$ cat src/rtl/ir_src_arbiter.sv
// ir_src_arbiter: deglitches polarity-normalised IR inputs and forwards one round-robin-granted source.
// Optional macro IR_ARB_STUCK_EN: a source marking continuously for STUCK_MS is released and locked out.
module ir_src_arbiter #(
    parameter int N_IN       = 4,
    parameter int CLK_KHZ    = 25000,
    parameter int GLITCH_CYC = 8,
    parameter int HOLD_MS    = 20,
    parameter int STUCK_MS   = 100
) (
    input  logic            clk,
    input  logic            rstn,
    input  logic [N_IN-1:0] ir_in,
    input  logic [N_IN-1:0] idle_lvl,
    input  logic [N_IN-1:0] ch_en,
    input  logic            out_idle_lvl,
    output logic            ir_out,
    output logic [N_IN-1:0] grant,
    output logic            busy
);
    localparam int PW = (CLK_KHZ > 1) ? $clog2(CLK_KHZ) : 1;
    localparam int GW = $clog2(N_IN);

    if (N_IN < 2 || N_IN > 8 || CLK_KHZ < 1 || GLITCH_CYC < 1 || GLITCH_CYC > 255 ||
        HOLD_MS < 1 || HOLD_MS > 255 || STUCK_MS < 1 || STUCK_MS > 255) begin : g_param_check
        $error("ir_src_arbiter: parameter out of range");
    end

    typedef enum logic [1:0] {IDLE, ACTIVE, RELEASE} state_t;

    logic [N_IN-1:0] sync1, sync2, filt, act, req;
    logic [7:0]      gcnt [N_IN];
    logic [PW-1:0]   pre;
    logic            tick;
    state_t          state, state_n;
    logic [GW-1:0]   g, g_n, rr_ptr, rr_n, pick, idx;
    logic [7:0]      quiet, quiet_n;
    logic [N_IN-1:0] grant_n;
    logic            busy_n, ir_out_n, rel;

    assign act  = sync2 ^ idle_lvl;
    assign tick = pre == PW'(CLK_KHZ - 1);

    always_ff @(posedge clk) begin
        if (!rstn) begin
            sync1 <= '0;
            sync2 <= '0;
            filt  <= '0;
            pre   <= '0;
            for (int i = 0; i < N_IN; i++) gcnt[i] <= '0;
        end else begin
            sync1 <= ir_in;
            sync2 <= sync1;
            pre   <= tick ? '0 : pre + PW'(1);
            for (int i = 0; i < N_IN; i++) begin
                if (act[i] == filt[i]) begin
                    gcnt[i] <= '0;
                end else if (gcnt[i] == 8'(GLITCH_CYC - 1)) begin
                    filt[i] <= act[i];
                    gcnt[i] <= '0;
                end else begin
                    gcnt[i] <= gcnt[i] + 8'd1;
                end
            end
        end
    end

`ifdef IR_ARB_STUCK_EN
    logic [7:0]      stuck, stuck_n;
    logic [N_IN-1:0] lock, lock_n;
    assign req = filt & ch_en & ~lock;
    assign rel = !ch_en[g] || quiet == 8'(HOLD_MS) || stuck == 8'(STUCK_MS);
    always_ff @(posedge clk) begin
        if (!rstn) begin
            stuck <= '0;
            lock  <= '0;
        end else begin
            stuck <= stuck_n;
            lock  <= lock_n;
        end
    end
`else
    assign req = filt & ch_en;
    assign rel = !ch_en[g] || quiet == 8'(HOLD_MS);
`endif

    // descending scan so the candidate closest to rr_ptr wins
    always_comb begin
        pick = rr_ptr;
        idx  = rr_ptr;
        for (int k = N_IN - 1; k >= 0; k--) begin
            idx = GW'((int'(rr_ptr) + k) % N_IN);
            if (req[idx]) pick = idx;
        end
    end

    always_ff @(posedge clk) begin
        if (!rstn) begin
            state  <= IDLE;
            g      <= '0;
            rr_ptr <= '0;
            quiet  <= '0;
            grant  <= '0;
            busy   <= 1'b0;
            ir_out <= out_idle_lvl;
        end else begin
            state  <= state_n;
            g      <= g_n;
            rr_ptr <= rr_n;
            quiet  <= quiet_n;
            grant  <= grant_n;
            busy   <= busy_n;
            ir_out <= ir_out_n;
        end
    end

    always_comb begin
        state_n  = state;
        g_n      = g;
        rr_n     = rr_ptr;
        grant_n  = grant;
        busy_n   = busy;
        ir_out_n = out_idle_lvl;
        quiet_n  = filt[g] ? 8'd0 : (tick && quiet != 8'hFF) ? quiet + 8'd1 : quiet;
`ifdef IR_ARB_STUCK_EN
        stuck_n  = !filt[g] ? 8'd0 : (tick && stuck != 8'hFF) ? stuck + 8'd1 : stuck;
        lock_n   = lock & filt;
`endif
        case (state)
            IDLE: begin
                if (|req) begin
                    state_n = ACTIVE;
                    g_n     = pick;
                    grant_n = {{(N_IN-1){1'b0}}, 1'b1} << pick;
                    busy_n  = 1'b1;
                    quiet_n = 8'd0;
`ifdef IR_ARB_STUCK_EN
                    stuck_n = 8'd0;
`endif
                end
            end
            ACTIVE: begin
                ir_out_n = out_idle_lvl ^ filt[g];
                if (rel) begin
                    state_n  = RELEASE;
                    grant_n  = '0;
                    busy_n   = 1'b0;
                    ir_out_n = out_idle_lvl;
                    rr_n     = (g == GW'(N_IN - 1)) ? '0 : g + GW'(1);
`ifdef IR_ARB_STUCK_EN
                    if (stuck == 8'(STUCK_MS)) lock_n[g] = 1'b1;
`endif
                end
            end
            default: state_n = IDLE;
        endcase
    end
endmodule

$ cat config.mk
export PLATFORM = sky130hd
export DESIGN_NAME = ir_src_arbiter
export DESIGN_NICKNAME = d
export VERILOG_FILES = /design/src/rtl/ir_src_arbiter.sv
export SDC_FILE = /design/constraint.sdc
export NUM_CORES = 1
export LEC_CHECK = 0
export ABC_AREA = 1
export CAP_MARGIN = 25
export CORE_MARGIN = 2
export CORE_UTILIZATION = 56
export CTS_BUF_LIST = sky130_fd_sc_hd__clkbuf_4
export CTS_CLUSTER_SIZE = 20
export DETAILED_ROUTE_END_ITERATION = 10
export PLACE_DENSITY_LB_ADDON = 0.08
export SKIP_LAST_GASP = 1
export SLEW_MARGIN = 20
export SYNTH_ARGS = -nofsm -noshare
export SYNTH_HDL_FRONTEND = slang
export SYNTH_SLANG_ARGS = --single-unit
$ cat constraint.sdc
create_clock -name clk -period 1.6 [get_ports clk]
set_input_delay 0.32 -clock clk [delete_from_list [all_inputs] [get_ports clk]]
set_output_delay 0.32 -clock clk [all_outputs]
set_load 0.01 [all_outputs]
==> impl_metrics.json, run 1 <==
{
  "htree_levels": 3,
  "final_common_cell": "nand2_1",
  "ir_worst_vdd_mv": 0.486,
  "synth_edf_count": 32,
  "antenna_cells": 0,
  "yosysWarnings": 0,
  "overflow": 0,
  "clockRootBuffer": "clkbuf_4",
  "skew_ns": 0.0152,
  "drv_slew": 0,
  "ys_types": 36,
  "postLayoutCoreUtil_pct": 76.3,
  "hold_start": "sync1[2]$_SDFF_PN0_",
  "nets": 620,
  "cts_sinks": 79,
  "finalCriticalPeriod_ns": 1.64,
  "io_pins": 21,
  "fp.dieW_um": 88.2,
  "cts_hold_buf": 0,
  "max_freq_mhz": 609,
  "fp.dieH_um": 88.2,
  "grt_max_degree": 16,
  "power.density_nw_per_um2": 726,
  "whs_path_depth": 2,
  "routed_wl_um": 8510,
  "drc_errors": 0,
  "cp_cell_sequence": "ha_2 > nand4_1 > nor4_2 > nor2_1 > nand2_2 > buf_4 > nor3_1",
  "initial_core_util_pct": 58.1,
  "cp.required_ns": 1.78,
  "ys_seq_elements": 79,
  "timing.final.crit_share_pct": 103,
  "leakage_nw": 2.21,
  "pre_cts_slack_ns": -0.320,
  "grt_pass1_wl_um": 13800,
  "reg2reg_from": "gcnt[2][1]$_SDFFCE_PN0P_",
  "hold_violations": 0,
  "critPathCaptureType": "flip-flop",
  "worstSetupPathType": "reg2reg",
  "layout_setup_ws_ns": -0.0415,
  "port_buffers": 20,
  "detail-route-antenna-nets": 0,
  "die_area_um2": 7780,
  "grt_pass1_vias": 3273,
  "core_um2": 6830,
  "min_path_type": "reg2reg",
  "critPathMaxFanout": 5,
  "synth_ff_type": "dfxtp_1",
  "path_buf_inv": 1,
  "n_fill_cell": 515,
  "syn_area_per_cell_um2": 8.15,
  "reg2reg_to": "gcnt[2][5]$_SDFFCE_PN0P_",
  "hold_end": "sync2[2]$_SDFF_PN0_",
  "place_congestion": 0.891,
  "avgViaCountPerCell": 5.03,
  "area_growth_pct": 31.4,
  "drt_iter0_markers": 160,
  "status": "finished, violations left",
  "synthCells": 487,
  "numCtsBuffers": 9,
  "crit_arrival_ns": 1.82,
  "vias": 3512,
  "crit_cells": 7,
  "clock_path_buffers": 2,
  "reg2reg_slack_ns": -0.04,
  "drive_gt1_share_pct": 27.1,
  "grt_use_total_pct": 22.8,
  "slowest_delay_ns": 0.38,
  "antenna_found_initial": 0,
  "insertion_delay_ns": 0.43,
  "critPathLaunchType": "flip-flop",
  "seq_area_um2": 1920,
  "rsz0062_at_grt": "yes",
  "synth-async-reset-ratio_pct": 0,
  "path_clk_slew_ns": 0.13,
  "multi_input_area_um2": 2180,
  "cpLargestDelayFamily": "simple AND/OR/NAND/NOR gates",
  "finalSetupViolCount": 10,
  "violations": "setup timing",
  "seq_area_frac_synth_pct": 47.9,
  "r2r_cells": 7,
  "hpwl_um": 6020,
  "mostFrequentLayoutCells": "82 x nand2_1, 51 x inv_1, 51 x nor2_1, 47 x buf_4, 37 x dfxtp_1",
  "wl_per_cell_um": 12.2,
  "cpMaxStageDelayCell": "edfxtp_1",
  "drv_cap": 0,
  "drtPass1Iterations": 4,
  "cts_tree": "yes",
  "synthesis.area_um2": 3970,
  "num_rows": 30
}
worst min-delay path, delay by kind of cell, from the launching register on:
family	cells	cell delay, ns
buffers and inverters	1	0.03
DFF	1	0.31
and+or+nand+nor	1	0.05
where the power goes:
part           switching [W]  internal [W]
Clock               0.000683      0.000500
Sequential         0.0000601       0.00217
Combinational       0.000192      0.000178
Total               0.000936       0.00285
worst max-delay path by stage:
stage | start | to | slack, ns
after floorplan | gcnt[2][0]$_SDFFCE_PN0P_ | gcnt[2][7]$_SDFFCE_PN0P_ | 0.04
after global placement | ch_en[1] | grant[0]$_SDFFE_PN0P_ | -0.26
after detailed placement | ch_en[1] | grant[2]$_SDFFE_PN0P_ | -0.32
after CTS | gcnt[0][0]$_SDFFCE_PN0P_ | gcnt[0][4]$_SDFFCE_PN0P_ | -0.04
after global routing | pre[1]$_SDFF_PP0_ | quiet[3]$_SDFF_PN0_ | -0.18
final | gcnt[2][1]$_SDFFCE_PN0P_ | gcnt[2][5]$_SDFFCE_PN0P_ | -0.04
layout make-up:
| cell class | instances | share of cell area [%] |
|---|---|---|
| multi-input combinational | 373 | 41.9 |
| sequential | 79 | 36.8 |
| timing repair buffer | 73 | 12.1 |
| inverter | 61 | 4.46 |
| tap | 96 | 2.30 |
| clock buffer | 11 | 1.58 |
| clock inverter | 5 | 0.936 |
cells by family after synthesis:
| group | after synthesis | synth area share [%] |
|---|---|---|
| AOI/OAI and AO/OA | 53 | 7.44 |
| xor gates and xnor gates | 18 | 3.97 |
| adders and majority gates | 8 | 2.52 |
| buffers and inverters | 66 | 6.46 |
| DFF | 79 | 47.9 |
| other | 1 | 0.0945 |
| and+or+nand+nor | 262 | 31.6 |
sequential cells by signal (all words and copies together), names as in the netlist:
name / count
busy: 1
rr_ptr: 2
gcnt: 32
g: 2
state: 2
ir_out: 1
sync1: 4
sync2: 4
filt: 4
quiet: 8
pre: 15
grant: 4
synthesized netlist by cell type, types with 2 or more instances:
cell	number	area, um^2
dfxtp_1	47	941
and3_1	2	12.5
nor3b_1	7	52.6
nor3_2	2	20.0
nor3_1	21	105
or2_2	4	25.0
nand2_2	6	37.5
clkbuf_1	3	11.3
nor4_1	7	43.8
o21a_1	4	30.0
nor2_4	5	56.3
inv_1	58	218
nand4_1	13	81.3
a31oi_1	4	25.0
xor2_1	10	87.6
ha_1	8	100
nand2_1	96	360
xnor2_1	8	70.1
nand3_1	30	150
inv_2	2	7.51
a211oi_1	4	30.0
a21oi_1	27	135
edfxtp_1	32	961
nor3b_2	2	25.0
o21ai_0	13	65.1
nor2_1	61	229
nand3_2	2	20.0
stage by stage:
stage	setup TNS [ns]	power [W]	instance area, um^2	instances	hold WS, ns
CTS	-0.0602	0.00375	4910	688	0.385
finish	-0.269	0.00379	5220	698	0.406
global placement	-5.36	0.00257	4720	671	0.393
global route	-2.58	0.00395	5220	698	0.401
floorplan	0	0.00243	4090	518	0.390
detailed placement	-6.57	0.00258	4720	671	0.398
routing by layer:
metal	global-route usage (%)	routed length, um	vias up
li1	-	-	1816
met1	28.9	3930	1631
met2	38.3	4170	54
met3	4.81	288	11
met4	8.54	117	0
met5	0	0	-
timing repair:
action / 4_1_cts / 5_1_grt
pin swaps: 3 / 16
buffers inserted: 1 / 10
resized for setup: 21 / 76
endpoints found under the hold margin: 0 / 0
setup endpoints to repair: 37 / 53
Note: power is estimated with default switching activity, not from simulation.
==> inputs of run 2 (changes only) <==
--- a/config.mk
+++ b/config.mk
@@ -12,7 +12,7 @@
 export CTS_BUF_LIST = sky130_fd_sc_hd__clkbuf_4
 export CTS_CLUSTER_SIZE = 20
 export DETAILED_ROUTE_END_ITERATION = 10
-export PLACE_DENSITY_LB_ADDON = 0.08
+export PLACE_DENSITY_LB_ADDON = 0.25
 export SKIP_LAST_GASP = 1
 export SLEW_MARGIN = 20
 export SYNTH_ARGS = -nofsm -noshare
==> impl_metrics.json, run 2 (synthesis gave the netlist of run 1 again) <==
{
  "status": "finished, final reports clean",
  "hpwl_um": 5820,
  "hold_start": "ir_in[0]",
  "drv_slew": 0,
  "path_clk_slew_ns": 0.13,
  "core_um2": 6830,
  "layout_setup_ws_ns": 0.0468,
  "cts_hold_buf": 0,
  "pre_cts_slack_ns": -0.293,
  "max_freq_mhz": 644,
  "grt_pass1_vias": 3299,
  "dpl_cell_area_um2": 4690,
  "fp.dieW_um": 88.2,
  "r2r_cells": 8,
  "final_common_cell": "nand2_1",
  "worstSetupStartpoint": "gcnt[1][0]$_SDFFCE_PN0P_",
  "drt_iter0_markers": 145,
  "grt_pass1_wl_um": 13700,
  "final_area_um2": 5120,
  "area_growth_pct": 28.9,
  "num_rows": 30,
  "critPathCaptureType": "flip-flop",
  "regMostFlops": "gcnt",
  "grt_max_degree": 16,
  "vias": 3428,
  "whs_path_depth": 3,
  "htree_levels": 3,
  "reg.largest.list": "gcnt x32, pre x15, quiet x8",
  "crit_arrival_ns": 1.82,
  "port_buffers": 20,
  "overflow": 0,
  "grt.met2_usage_pct": 39.3,
  "n_fill_cell": 513,
  "busiest_layer": "met2",
  "cts_sinks": 79,
  "drv_cap": 0,
  "cpMaxStageDelayCell": "edfxtp_1",
  "insertion_delay_ns": 0.42,
  "ir_worst_vdd_mv": 0.651,
  "power.density_nw_per_um2": 739,
  "rsz0062_at_grt": "yes",
  "fp.dieH_um": 88.2,
  "cp_cell_sequence": "ha_2 > nand2_1 > inv_1 > and3_4 > inv_2 > nand3_4 > buf_4 > nor3_2",
  "clock_power_share_pct": 31.6,
  "slowest_delay_ns": 0.42,
  "detail-route-antenna-nets": 0,
  "nets": 612,
  "drtPass1Iterations": 4,
  "place_congestion": 0.881,
  "critPathLaunchType": "flip-flop",
  "skew_ns": 0.0141,
  "use_met3_pct": 4.81,
  "use_met1_pct": 26.7,
  "cp.required_ns": 1.87,
  "critPathMaxFanout": 3,
  "avgViaCountPerCell": 4.97,
  "grt_use_total_pct": 22.3,
  "final_cells": 690,
  "dp_cells": 669,
  "initial_core_util_pct": 58.1,
  "die_area_um2": 7780,
  "largest_register_ffs": 32,
  "antenna_cells": 0,
  "finalSetupViolCount": 0,
  "setup_tns_ns": 0,
  "worstSetupPathType": "reg2reg",
  "finalCriticalPeriod_ns": 1.55,
  "netSwitchingFraction_pct": 24.7,
  "clockRootBuffer": "clkbuf_4",
  "min_path_type": "in2reg",
  "seqPwrFrac_pct": 58.8,
  "drive_gt1_share_pct": 23.9,
  "wl_per_cell_um": 11.6,
  "timing.final.crit_share_pct": 97.1,
  "cts_tree": "yes",
  "leakage_nw": 2.14,
  "combPwrFrac_pct": 9.6,
  "hold_violations": 0,
  "power.switching_w": 0.000934,
  "numCtsBuffers": 9,
  "p_int_w": 0.00285,
  "drc_errors": 0,
  "routed_wl_um": 8000,
  "reg2reg_from": "gcnt[1][0]$_SDFFCE_PN0P_",
  "holdWs_ns": 0.408,
  "io_pins": 21,
  "mostFrequentLayoutCells": "87 x nand2_1, 55 x nor2_1, 54 x inv_1, 43 x buf_4, 37 x dfxtp_1",
  "antenna_found_initial": 0,
  "clock_path_buffers": 2
}
run 2: changes by cell type in the layout (fill, tap and decap cells not counted), moves of 2 or more:
cell	delta
nand2_1	+5
inv_1	+3
nand2_2	-6
clkinv_2	-2
inv_2	-3
buf_6	-3
o21ai_2	-4
nor2_1	+4
o21ai_1	+3
clkinvlp_4	+2
nor2_2	-4
buf_4	-4
run 2: layout make-up:
cell class	instances	area, um^2	area share [%]
Clock buffer	11	82.6	1.61
Clock inverter	5	58.8	1.15
Inverter	61	235	4.60
Multi-Input combinational cell	373	2150	42.1
Sequential cell	79	1920	37.5
Tap cell	96	120	2.35
Timing Repair Buffer	65	547	10.7
run 2: per-stage QoR:
| stage | total power (W) | util [%] |
|---|---|---|
| after floorplan | 0.00243 | - |
| after detailed placement | 0.00258 | 68.7 |
| after global placement | 0.00257 | 68.7 |
| after global routing | 0.00395 | 74.9 |
| final | 0.00378 | 74.9 |
| after CTS | 0.00378 | 71.4 |
run 2: path summary, 6_finish.rpt:
check / to / slack (ns)
worst max-delay path: gcnt[1][2]$_SDFFCE_PN0P_ / 0.05
worst min-delay path: sync1[0]$_SDFF_PN0_ / 0.41
worst max register to register: gcnt[1][2]$_SDFFCE_PN0P_ / 0.05
worst min register to register: sync2[2]$_SDFF_PN0_ / 0.41
run 2: power by group through the flow:
stage               clock network [W]  logic [W]  registers [W]
floorplan                           0   0.000167        0.00226
global placement                    0   0.000305        0.00226
detailed placement                  0   0.000317        0.00226
CTS                           0.00123   0.000327        0.00222
global route                  0.00130   0.000410        0.00224
finish                        0.00120   0.000363        0.00223
run 2: routing by layer:
metal	up-vias	wire, um
met5	-	0
met4	0	157
met3	14	265
met2	52	4050
met1	1562	3540
li1	1800	-
run 2: what timing repair did:
| action | CTS | global route |
|---|---|---|
| gates resized for setup | 20 | 61 |
| buffers inserted | 0 | 6 |
| cloned | 0 | 0 |
| pin swaps | 1 | 6 |
| endpoints found under the setup margin | 32 | 49 |
run 2: critical path: cells and delay by family (launching register included):
family	cells	cell delay [ns]
adders and majority gates	1	0.21
buffers and inverters	3	0.32
DFF	1	0.42
and+or+nand+nor	4	0.46
